## config.mk

```make
export PLATFORM = sky130hd
export DESIGN_NAME = fpu_req_sequencer
export DESIGN_NICKNAME = d
export VERILOG_FILES = /design/src/rtl/ibex_pkg.sv /design/src/rtl/fpu_rsp_fifo.sv /design/src/rtl/fpu_req_sequencer.sv
export SDC_FILE = /design/constraint.sdc
export NUM_CORES = 1
export LEC_CHECK = 0
export ABC_AREA = 0
export BUFFER_PORTS_ARGS = -buffer_cell sky130_fd_sc_hd__buf_4
export CAP_MARGIN = 20
export CORE_MARGIN = 3
export CORE_UTILIZATION = 53
export CTS_BUF_LIST = sky130_fd_sc_hd__clkbuf_4
export CTS_CLUSTER_SIZE = 25
export DETAILED_ROUTE_END_ITERATION = 7
export PLACE_DENSITY = 0.88
export RECOVER_POWER = 25
export SLEW_MARGIN = 10
export SYNTH_ARGS = -nofsm -noshare
export SYNTH_HDL_FRONTEND = slang
export SYNTH_SLANG_ARGS = --single-unit
```

## constraint.sdc

```tcl
create_clock -name clk_i -period 2.3 [get_ports clk_i]
set_input_delay 0.46 -clock clk_i [delete_from_list [all_inputs] [get_ports clk_i]]
set_output_delay 0.46 -clock clk_i [all_outputs]
set_load 0.02 [all_outputs]
```

## src/rtl/ibex_pkg.sv

```systemverilog
// Shared core types: FPU operator encoding plus the issue sequencer's state and response types.
package ibex_pkg;

  typedef enum logic [1:0] {
    FP_ALU_ADD = 2'd0,
    FP_ALU_SUB = 2'd1,
    FP_ALU_MUL = 2'd2
  } fp_alu_op_e;

  localparam int unsigned FPU_TAG_W = 4;

  typedef enum logic {
    FPU_SEQ_IDLE = 1'b0,
    FPU_SEQ_BUSY = 1'b1
  } fpu_seq_state_e;

  typedef struct packed {
    logic [15:0]          result;
    logic [FPU_TAG_W-1:0] tag;
  } fpu_rsp_t;

endpackage

```

## src/rtl/fpu_rsp_fifo.sv

```systemverilog
// Synchronous response FIFO for the FPU sequencer; head entry is read straight from storage.
module fpu_rsp_fifo
  import ibex_pkg::*;
#(
  parameter int unsigned DEPTH = 2,
  localparam int unsigned PTR_W = $clog2(DEPTH)
) (
  input  logic           clk_i,
  input  logic           rst_i,
  input  logic           flush_i,
  input  logic           push_i,
  input  fpu_rsp_t       data_i,
  input  logic           pop_i,
  output fpu_rsp_t       data_o,
  output logic [PTR_W:0] count_o,
  output logic           empty_o
);

  fpu_rsp_t         mem_q [DEPTH];
  logic [PTR_W-1:0] wr_ptr_q, rd_ptr_q;
  logic [PTR_W:0]   count_q;
  logic             full;
  logic             push_en, pop_en;

  assign full    = (count_q == (PTR_W+1)'(DEPTH));
  assign empty_o = (count_q == '0);
  // Pop of an empty FIFO or push into a full one is ignored.
  assign push_en = push_i && !full && !flush_i;
  assign pop_en  = pop_i && !empty_o && !flush_i;
  assign data_o  = mem_q[rd_ptr_q];
  assign count_o = count_q;

  always_ff @(posedge clk_i) begin
    if (rst_i || flush_i) begin
      wr_ptr_q <= '0;
      rd_ptr_q <= '0;
      count_q  <= '0;
    end else begin
      if (push_en) wr_ptr_q <= wr_ptr_q + 1'b1;
      if (pop_en)  rd_ptr_q <= rd_ptr_q + 1'b1;
      case ({push_en, pop_en})
        2'b10:   count_q <= count_q + 1'b1;
        2'b01:   count_q <= count_q - 1'b1;
        default: count_q <= count_q;
      endcase
    end
  end

  always_ff @(posedge clk_i) begin
    if (rst_i) begin
      for (int i = 0; i < DEPTH; i++) mem_q[i] <= '0;
    end else if (push_en) begin
      mem_q[wr_ptr_q] <= data_i;
    end
  end

endmodule

```

## src/rtl/fpu_req_sequencer.sv

```systemverilog
// Issue-side sequencer: registers an op onto the combinational FPU, holds it FPU_LAT cycles,
// then queues {result, tag} into a response FIFO.
module fpu_req_sequencer
  import ibex_pkg::*;
#(
  parameter int unsigned FPU_LAT   = 1,
  parameter int unsigned RSP_DEPTH = 2,
  parameter int unsigned TAG_W     = FPU_TAG_W
) (
  input  logic           clk_i,
  input  logic           rst_i,
  input  logic           flush_i,
  // Both channels: a beat transfers on a rising edge where valid && ready are high; the
  // source keeps payload stable until then, and valid never waits on ready.
  input  logic           req_valid_i,
  output logic           req_ready_o,
  input  fp_alu_op_e     req_op_i,
  input  logic [15:0]    req_a_i,
  input  logic [15:0]    req_b_i,
  input  logic [TAG_W-1:0] req_tag_i,
  output fp_alu_op_e     fpu_operator_o,
  output logic [15:0]    fpu_operand_a_o,
  output logic [15:0]    fpu_operand_b_o,
  input  logic [15:0]    fpu_result_i,
  output logic           rsp_valid_o,
  input  logic           rsp_ready_i,
  output logic [15:0]    rsp_result_o,
  output logic [TAG_W-1:0] rsp_tag_o,
  output fpu_seq_state_e state_o
);

  localparam int unsigned CNT_W  = (FPU_LAT > 1) ? $clog2(FPU_LAT) : 1;
  localparam int unsigned FCNT_W = $clog2(RSP_DEPTH) + 1;
  localparam logic [CNT_W-1:0] CNT_INIT = CNT_W'(FPU_LAT - 1);

  fpu_seq_state_e   state_q, state_d;
  logic [CNT_W-1:0] cnt_q, cnt_d;
  fp_alu_op_e       op_q, op_d;
  logic [15:0]      a_q, a_d, b_q, b_d;
  logic [TAG_W-1:0] tag_q, tag_d;

  logic              busy, cnt_zero, slot_free, credit_ok, accept, push;
  logic [FCNT_W-1:0] fifo_count, used;
  logic              fifo_empty;
  fpu_rsp_t          push_data, head;

  assign busy      = (state_q == FPU_SEQ_BUSY);
  assign cnt_zero  = (cnt_q == '0);
  assign slot_free = !busy || cnt_zero;
  // The op completing this cycle already owns a FIFO entry, so every BUSY op is charged;
  // this keeps a back-to-back accept from overrunning a FIFO that is not draining.
  assign used      = fifo_count + FCNT_W'(busy);
  assign credit_ok = (used < FCNT_W'(RSP_DEPTH));

  assign req_ready_o = slot_free && credit_ok && !flush_i;
  assign accept      = req_valid_i && req_ready_o;
  assign push        = busy && cnt_zero && !flush_i;

  always_comb begin
    state_d = state_q;
    cnt_d   = cnt_q;
    op_d    = op_q;
    a_d     = a_q;
    b_d     = b_q;
    tag_d   = tag_q;
    case (state_q)
      FPU_SEQ_IDLE: begin
        if (accept) begin
          state_d = FPU_SEQ_BUSY;
          cnt_d   = CNT_INIT;
        end
      end
      FPU_SEQ_BUSY: begin
        if (!cnt_zero) begin
          cnt_d = cnt_q - 1'b1;
        end else if (accept) begin
          cnt_d = CNT_INIT;
        end else begin
          state_d = FPU_SEQ_IDLE;
        end
      end
      default: state_d = FPU_SEQ_IDLE;
    endcase
    // Operands move only on accept, so they are stable across the multicycle FPU path.
    if (accept) begin
      op_d  = req_op_i;
      a_d   = req_a_i;
      b_d   = req_b_i;
      tag_d = req_tag_i;
    end
    if (flush_i) begin
      state_d = FPU_SEQ_IDLE;
      cnt_d   = '0;
    end
  end

  always_ff @(posedge clk_i) begin
    if (rst_i) begin
      state_q <= FPU_SEQ_IDLE;
      cnt_q   <= '0;
      op_q    <= FP_ALU_ADD;
      a_q     <= '0;
      b_q     <= '0;
      tag_q   <= '0;
    end else begin
      state_q <= state_d;
      cnt_q   <= cnt_d;
      op_q    <= op_d;
      a_q     <= a_d;
      b_q     <= b_d;
      tag_q   <= tag_d;
    end
  end

  assign push_data.result = fpu_result_i;
  assign push_data.tag    = tag_q;

  fpu_rsp_fifo #(.DEPTH(RSP_DEPTH)) u_rsp_fifo (
    .clk_i   (clk_i),
    .rst_i   (rst_i),
    .flush_i (flush_i),
    .push_i  (push),
    .data_i  (push_data),
    .pop_i   (rsp_ready_i),
    .data_o  (head),
    .count_o (fifo_count),
    .empty_o (fifo_empty)
  );

  assign fpu_operator_o  = op_q;
  assign fpu_operand_a_o = a_q;
  assign fpu_operand_b_o = b_q;
  assign rsp_valid_o     = !fifo_empty;
  assign rsp_result_o    = head.result;
  assign rsp_tag_o       = head.tag;
  assign state_o         = state_q;

endmodule

```

==> impl_metrics.prom <==
# TYPE chip_impl_metric gauge
chip_impl_metric{name="clk_latency",unit="ns"} 0.41
chip_impl_metric{name="synth_top_cell_area_share",unit="%"} 31.9
chip_impl_metric{name="grt_start_max_net_pins",unit=""} 80
chip_impl_info{name="holdCritPathClass",value="input pin to flip-flop"} 1
chip_impl_info{name="status",value="finished clean"} 1
chip_impl_metric{name="p_sw",unit="uW"} 734
chip_impl_metric{name="combinationalPowerShare",unit="%"} 12.6
chip_impl_metric{name="final_max_slew_viol_count",unit=""} 0
chip_impl_metric{name="maximum_clock_skew_at_final_layout",unit="ns"} 0.0116
chip_impl_metric{name="drt_pre_antenna_iters",unit=""} 4
chip_impl_metric{name="post_synthesis_cell_count",unit=""} 309
chip_impl_metric{name="cellInternalPower",unit="mW"} 2.14
chip_impl_metric{name="floorplan.io_pins",unit=""} 116
chip_impl_metric{name="fin_ws",unit="ns"} 0.276
chip_impl_metric{name="ctsResizeCount",unit=""} 0
chip_impl_metric{name="vias_per_cell",unit=""} 4.85
chip_impl_metric{name="gp_congestion",unit=""} 0.706
chip_impl_metric{name="drt.antenna.violating_nets",unit=""} 0
chip_impl_metric{name="clk_pin_slew",unit="ns"} 0.14
chip_impl_metric{name="p_leak",unit="nW"} 1.87
chip_impl_info{name="ctsRootBufferMaster",value="sky130_fd_sc_hd__clkbuf_4"} 1
chip_impl_metric{name="grt_pass1_wl",unit="um"} 12400
chip_impl_metric{name="synth_seq_cells",unit=""} 84
chip_impl_info{name="rsz0062_at_grt",value="no"} 1
chip_impl_metric{name="row_count",unit=""} 30
chip_impl_metric{name="final.setup.tns",unit="ns"} 0
chip_impl_metric{name="arrival",unit="ns"} 1.56
chip_impl_metric{name="finalSetupViolations",unit=""} 0
chip_impl_metric{name="clock_power_share",unit="%"} 29.9
chip_impl_metric{name="max_cap_violations",unit=""} 0
chip_impl_metric{name="initialDrtViolationCount",unit=""} 78
chip_impl_metric{name="dp_hpwl",unit="um"} 5340
chip_impl_metric{name="die-width",unit="um"} 90.3
chip_impl_metric{name="port-buffer-count",unit=""} 115
chip_impl_metric{name="finish.cell_count_without_fillers",unit=""} 522
chip_impl_metric{name="gr-usage-all-layers",unit="%"} 18.9
chip_impl_metric{name="r2r_cells",unit=""} 5
chip_impl_metric{name="worst_slew_margin_rel",unit="%"} 52.5
chip_impl_info{name="critPathCaptureType",value="output pin"} 1
chip_impl_info{name="tritoncts_clock_tree",value="yes"} 1
chip_impl_metric{name="die-height",unit="um"} 90.3
chip_impl_info{name="netlist.top_cell.by_area",value="sky130_fd_sc_hd__edfxtp_1"} 1
chip_impl_metric{name="die_outline_area",unit="um2"} 8160
chip_impl_metric{name="finished_cell_area",unit="um2"} 4700
chip_impl_metric{name="layout.area.seq",unit="um2"} 2080
chip_impl_metric{name="utilization",unit="%"} 68.8
chip_impl_metric{name="synth_nets",unit=""} 369
chip_impl_metric{name="pwr_density_cell",unit="nW/um2"} 612
chip_impl_metric{name="final_period_minus_worst_setup_slack",unit="ns"} 2.02
chip_impl_metric{name="post_synth_instance_area",unit="um2"} 3770
chip_impl_metric{name="cts.sink_count",unit=""} 84
chip_impl_metric{name="final.hold.worst_slack",unit="ns"} 0.295
chip_impl_metric{name="dp_slack",unit="ns"} 0.209
chip_impl_info{name="setup.worst_path.class",value="flip-flop to output pin"} 1
chip_impl_metric{name="yosysUniqueCellTypes",unit=""} 29
chip_impl_metric{name="post_cts.repair.setup_buffers",unit=""} 0
chip_impl_metric{name="final-hold-violation-count",unit=""} 0
chip_impl_metric{name="fin_crit_sh",unit="%"} 88.0
chip_impl_metric{name="num-fill-cells",unit=""} 555
chip_impl_metric{name="number_of_antenna_violations_at_the_first_check_in_global_routing",unit=""} 0
chip_impl_metric{name="max_clock_freq",unit="GHz"} 0.494
chip_impl_metric{name="max-clock-path-buffers",unit=""} 2
chip_impl_metric{name="first_global_vias",unit=""} 2669
chip_impl_metric{name="numCtsBuffers",unit=""} 9
chip_impl_metric{name="nNetsFinal",unit=""} 481
chip_impl_info{name="synth.top_cells.by_area",value="sky130_fd_sc_hd__edfxtp_1 (32%), sky130_fd_sc_hd__dfxtp_1 (23%), sky130_fd_sc_hd__nand2b_1 (13%)"} 1
chip_impl_metric{name="dp.cells",unit=""} 506
chip_impl_metric{name="multi_input_comb_area",unit="um2"} 1560
chip_impl_metric{name="crit_required",unit="ns"} 1.84
chip_impl_metric{name="vdd.ir_drop.worst",unit="uV"} 469
chip_impl_metric{name="synth.yosys.seq_area_share",unit="%"} 55.3
chip_impl_metric{name="diodes",unit=""} 0
chip_impl_metric{name="worst-slew-pin-transition",unit="ns"} 0.713
chip_impl_metric{name="cts.htree.levels",unit=""} 3
chip_impl_metric{name="floorplan.initialDensity",unit="%"} 55.1
chip_impl_metric{name="seqPwrFrac",unit="%"} 57.5
chip_impl_metric{name="globalRouteOverflowTotal",unit=""} 0
chip_impl_metric{name="layout-drive-gt1-share",unit="%"} 30.0
chip_impl_metric{name="route.vias.total",unit=""} 2531
chip_impl_metric{name="synth_area_per_cell",unit="um2"} 12.2
chip_impl_metric{name="drc_errors",unit=""} 0
chip_impl_info{name="critPathLaunchType",value="flip-flop"} 1
chip_impl_metric{name="core",unit="um2"} 6830
chip_impl_metric{name="yosysWarnings",unit=""} 0
chip_impl_metric{name="route.detailed.wl_per_inst",unit="um"} 14.3
chip_impl_metric{name="power.switching_fraction",unit="%"} 25.5
chip_impl_metric{name="post_place_instance_area",unit="um2"} 4690
chip_impl_metric{name="totalPowerFinal",unit="mW"} 2.87
chip_impl_metric{name="finalWirelength",unit="um"} 7470
chip_impl_metric{name="syn_to_final_growth",unit="%"} 24.7
chip_impl_metric{name="cts.hold.buffers_added",unit=""} 0
chip_impl_metric{name="critPathMaxFanout",unit=""} 20
chip_impl_metric{name="hold_path_cells",unit=""} 3
==> power by group through the flow <==
stage / combinational [mW] / clock, mW / sequential, mW
after detailed placement: 0.392 / 0 / 1.69
after CTS: 0.392 / 0.884 / 1.66
after global routing: 0.392 / 0.945 / 1.66
after global placement: 0.382 / 0 / 1.68
final: 0.362 / 0.859 / 1.65
after floorplan: 0.171 / 0 / 1.72
==> final timing paths <==
check	end	slack, ns	start
hold reg to reg	fpu_operand_b_o[0]$_SDFFE_PP0P_	0.48	fpu_operand_b_o[0]$_SDFFE_PP0P_
setup / recovery	rsp_tag_o[0]	0.28	flip-flop
hold / removal	fpu_operand_a_o[10]$_SDFFE_PP0P_	0.30	req_a_i[10]
setup reg to reg	u_rsp_fifo.count_o[1]$_SDFFE_PP0P_	0.39	u_rsp_fifo.count_o[1]$_SDFFE_PP0P_
==> synthesized netlist by cell type <==
cell type	count
sky130_fd_sc_hd__a21oi_2	1
sky130_fd_sc_hd__or2_1	1
sky130_fd_sc_hd__nor3_1	1
sky130_fd_sc_hd__xnor2_1	1
sky130_fd_sc_hd__a21o_1	1
sky130_fd_sc_hd__or2_2	2
sky130_fd_sc_hd__nor2b_2	1
sky130_fd_sc_hd__buf_2	3
sky130_fd_sc_hd__edfxtp_1	40
sky130_fd_sc_hd__ha_1	1
sky130_fd_sc_hd__mux2i_1	38
sky130_fd_sc_hd__inv_2	1
sky130_fd_sc_hd__nor4_4	1
sky130_fd_sc_hd__o31ai_1	1
sky130_fd_sc_hd__buf_4	1
sky130_fd_sc_hd__o21ai_0	2
sky130_fd_sc_hd__mux2_2	20
sky130_fd_sc_hd__or3_1	2
sky130_fd_sc_hd__buf_6	6
sky130_fd_sc_hd__or4_1	1
sky130_fd_sc_hd__nand2b_1	78
sky130_fd_sc_hd__nor2_1	5
sky130_fd_sc_hd__dfxtp_1	44
sky130_fd_sc_hd__and2_1	41
sky130_fd_sc_hd__clkbuf_1	10
sky130_fd_sc_hd__nor4b_4	1
sky130_fd_sc_hd__a21oi_1	2
sky130_fd_sc_hd__nand3_1	1
sky130_fd_sc_hd__xor2_1	2
==> cell families after synthesis <==
| family | count (synthesis) | synth area share, % |
|---|---|---|
| DFF | 84 | 55.3 |
| xor gates and xnor gates | 3 | 0.698 |
| muxes | 58 | 16.1 |
| and+or+nand+nor | 135 | 23.0 |
| buffers and inverters | 21 | 3.49 |
| adders and majority gates | 1 | 0.332 |
| AOI/OAI and AO/OA | 7 | 1.16 |
==> worst max-delay path, cell delays in order (launching register included) <==
cell	delay, ns
sky130_fd_sc_hd__dfxtp_1	0.33
sky130_fd_sc_hd__buf_4	0.26
sky130_fd_sc_hd__mux2_2	0.39
sky130_fd_sc_hd__buf_4	0.16
==> final cells by class <==
| cell class | instances | share of cell area [%] |
|---|---|---|
| multi-input combinational | 204 | 33.2 |
| inverter | 1 | 0.0799 |
| timing repair buffer | 121 | 16.8 |
| clock buffer | 9 | 1.44 |
| sequential | 84 | 44.3 |
| tap | 96 | 2.56 |
| clock inverter | 7 | 1.60 |
==> routing by layer <==
layer	vias to the layer above	global-route usage, %	share of wire [%]
met5	-	0	0
met4	0	8.16	2.1
met3	13	6.75	8.7
met2	96	31.8	49
met1	1162	21.7	40
li1	1260	-	-
==> placed cells by master, fill, tap and decap left out, types with 3 or more instances in the layout <==
master                       count
sky130_fd_sc_hd__mux2_2         20
sky130_fd_sc_hd__clkinvlp_4      3
sky130_fd_sc_hd__edfxtp_1       40
sky130_fd_sc_hd__and2_1         37
sky130_fd_sc_hd__dfxtp_1        44
sky130_fd_sc_hd__nand2b_1       78
sky130_fd_sc_hd__mux2i_1        38
sky130_fd_sc_hd__buf_4          85
sky130_fd_sc_hd__nor2_1          5
sky130_fd_sc_hd__clkbuf_1       35
sky130_fd_sc_hd__clkbuf_4        9
sky130_fd_sc_hd__and2_0          4
==> flip-flops by register name, indices dropped and copies added (netlist names), named ones only <==
name                 flops
fpu_operand_a_o         16
fpu_operand_b_o         16
fpu_operator_o           2
state_o                  1
tag_q                    4
u_rsp_fifo.count_o       2
u_rsp_fifo.mem_q        40
u_rsp_fifo.rd_ptr_q      1
u_rsp_fifo.wr_ptr_q      1
Note: power is estimated with default switching activity, not from simulation.
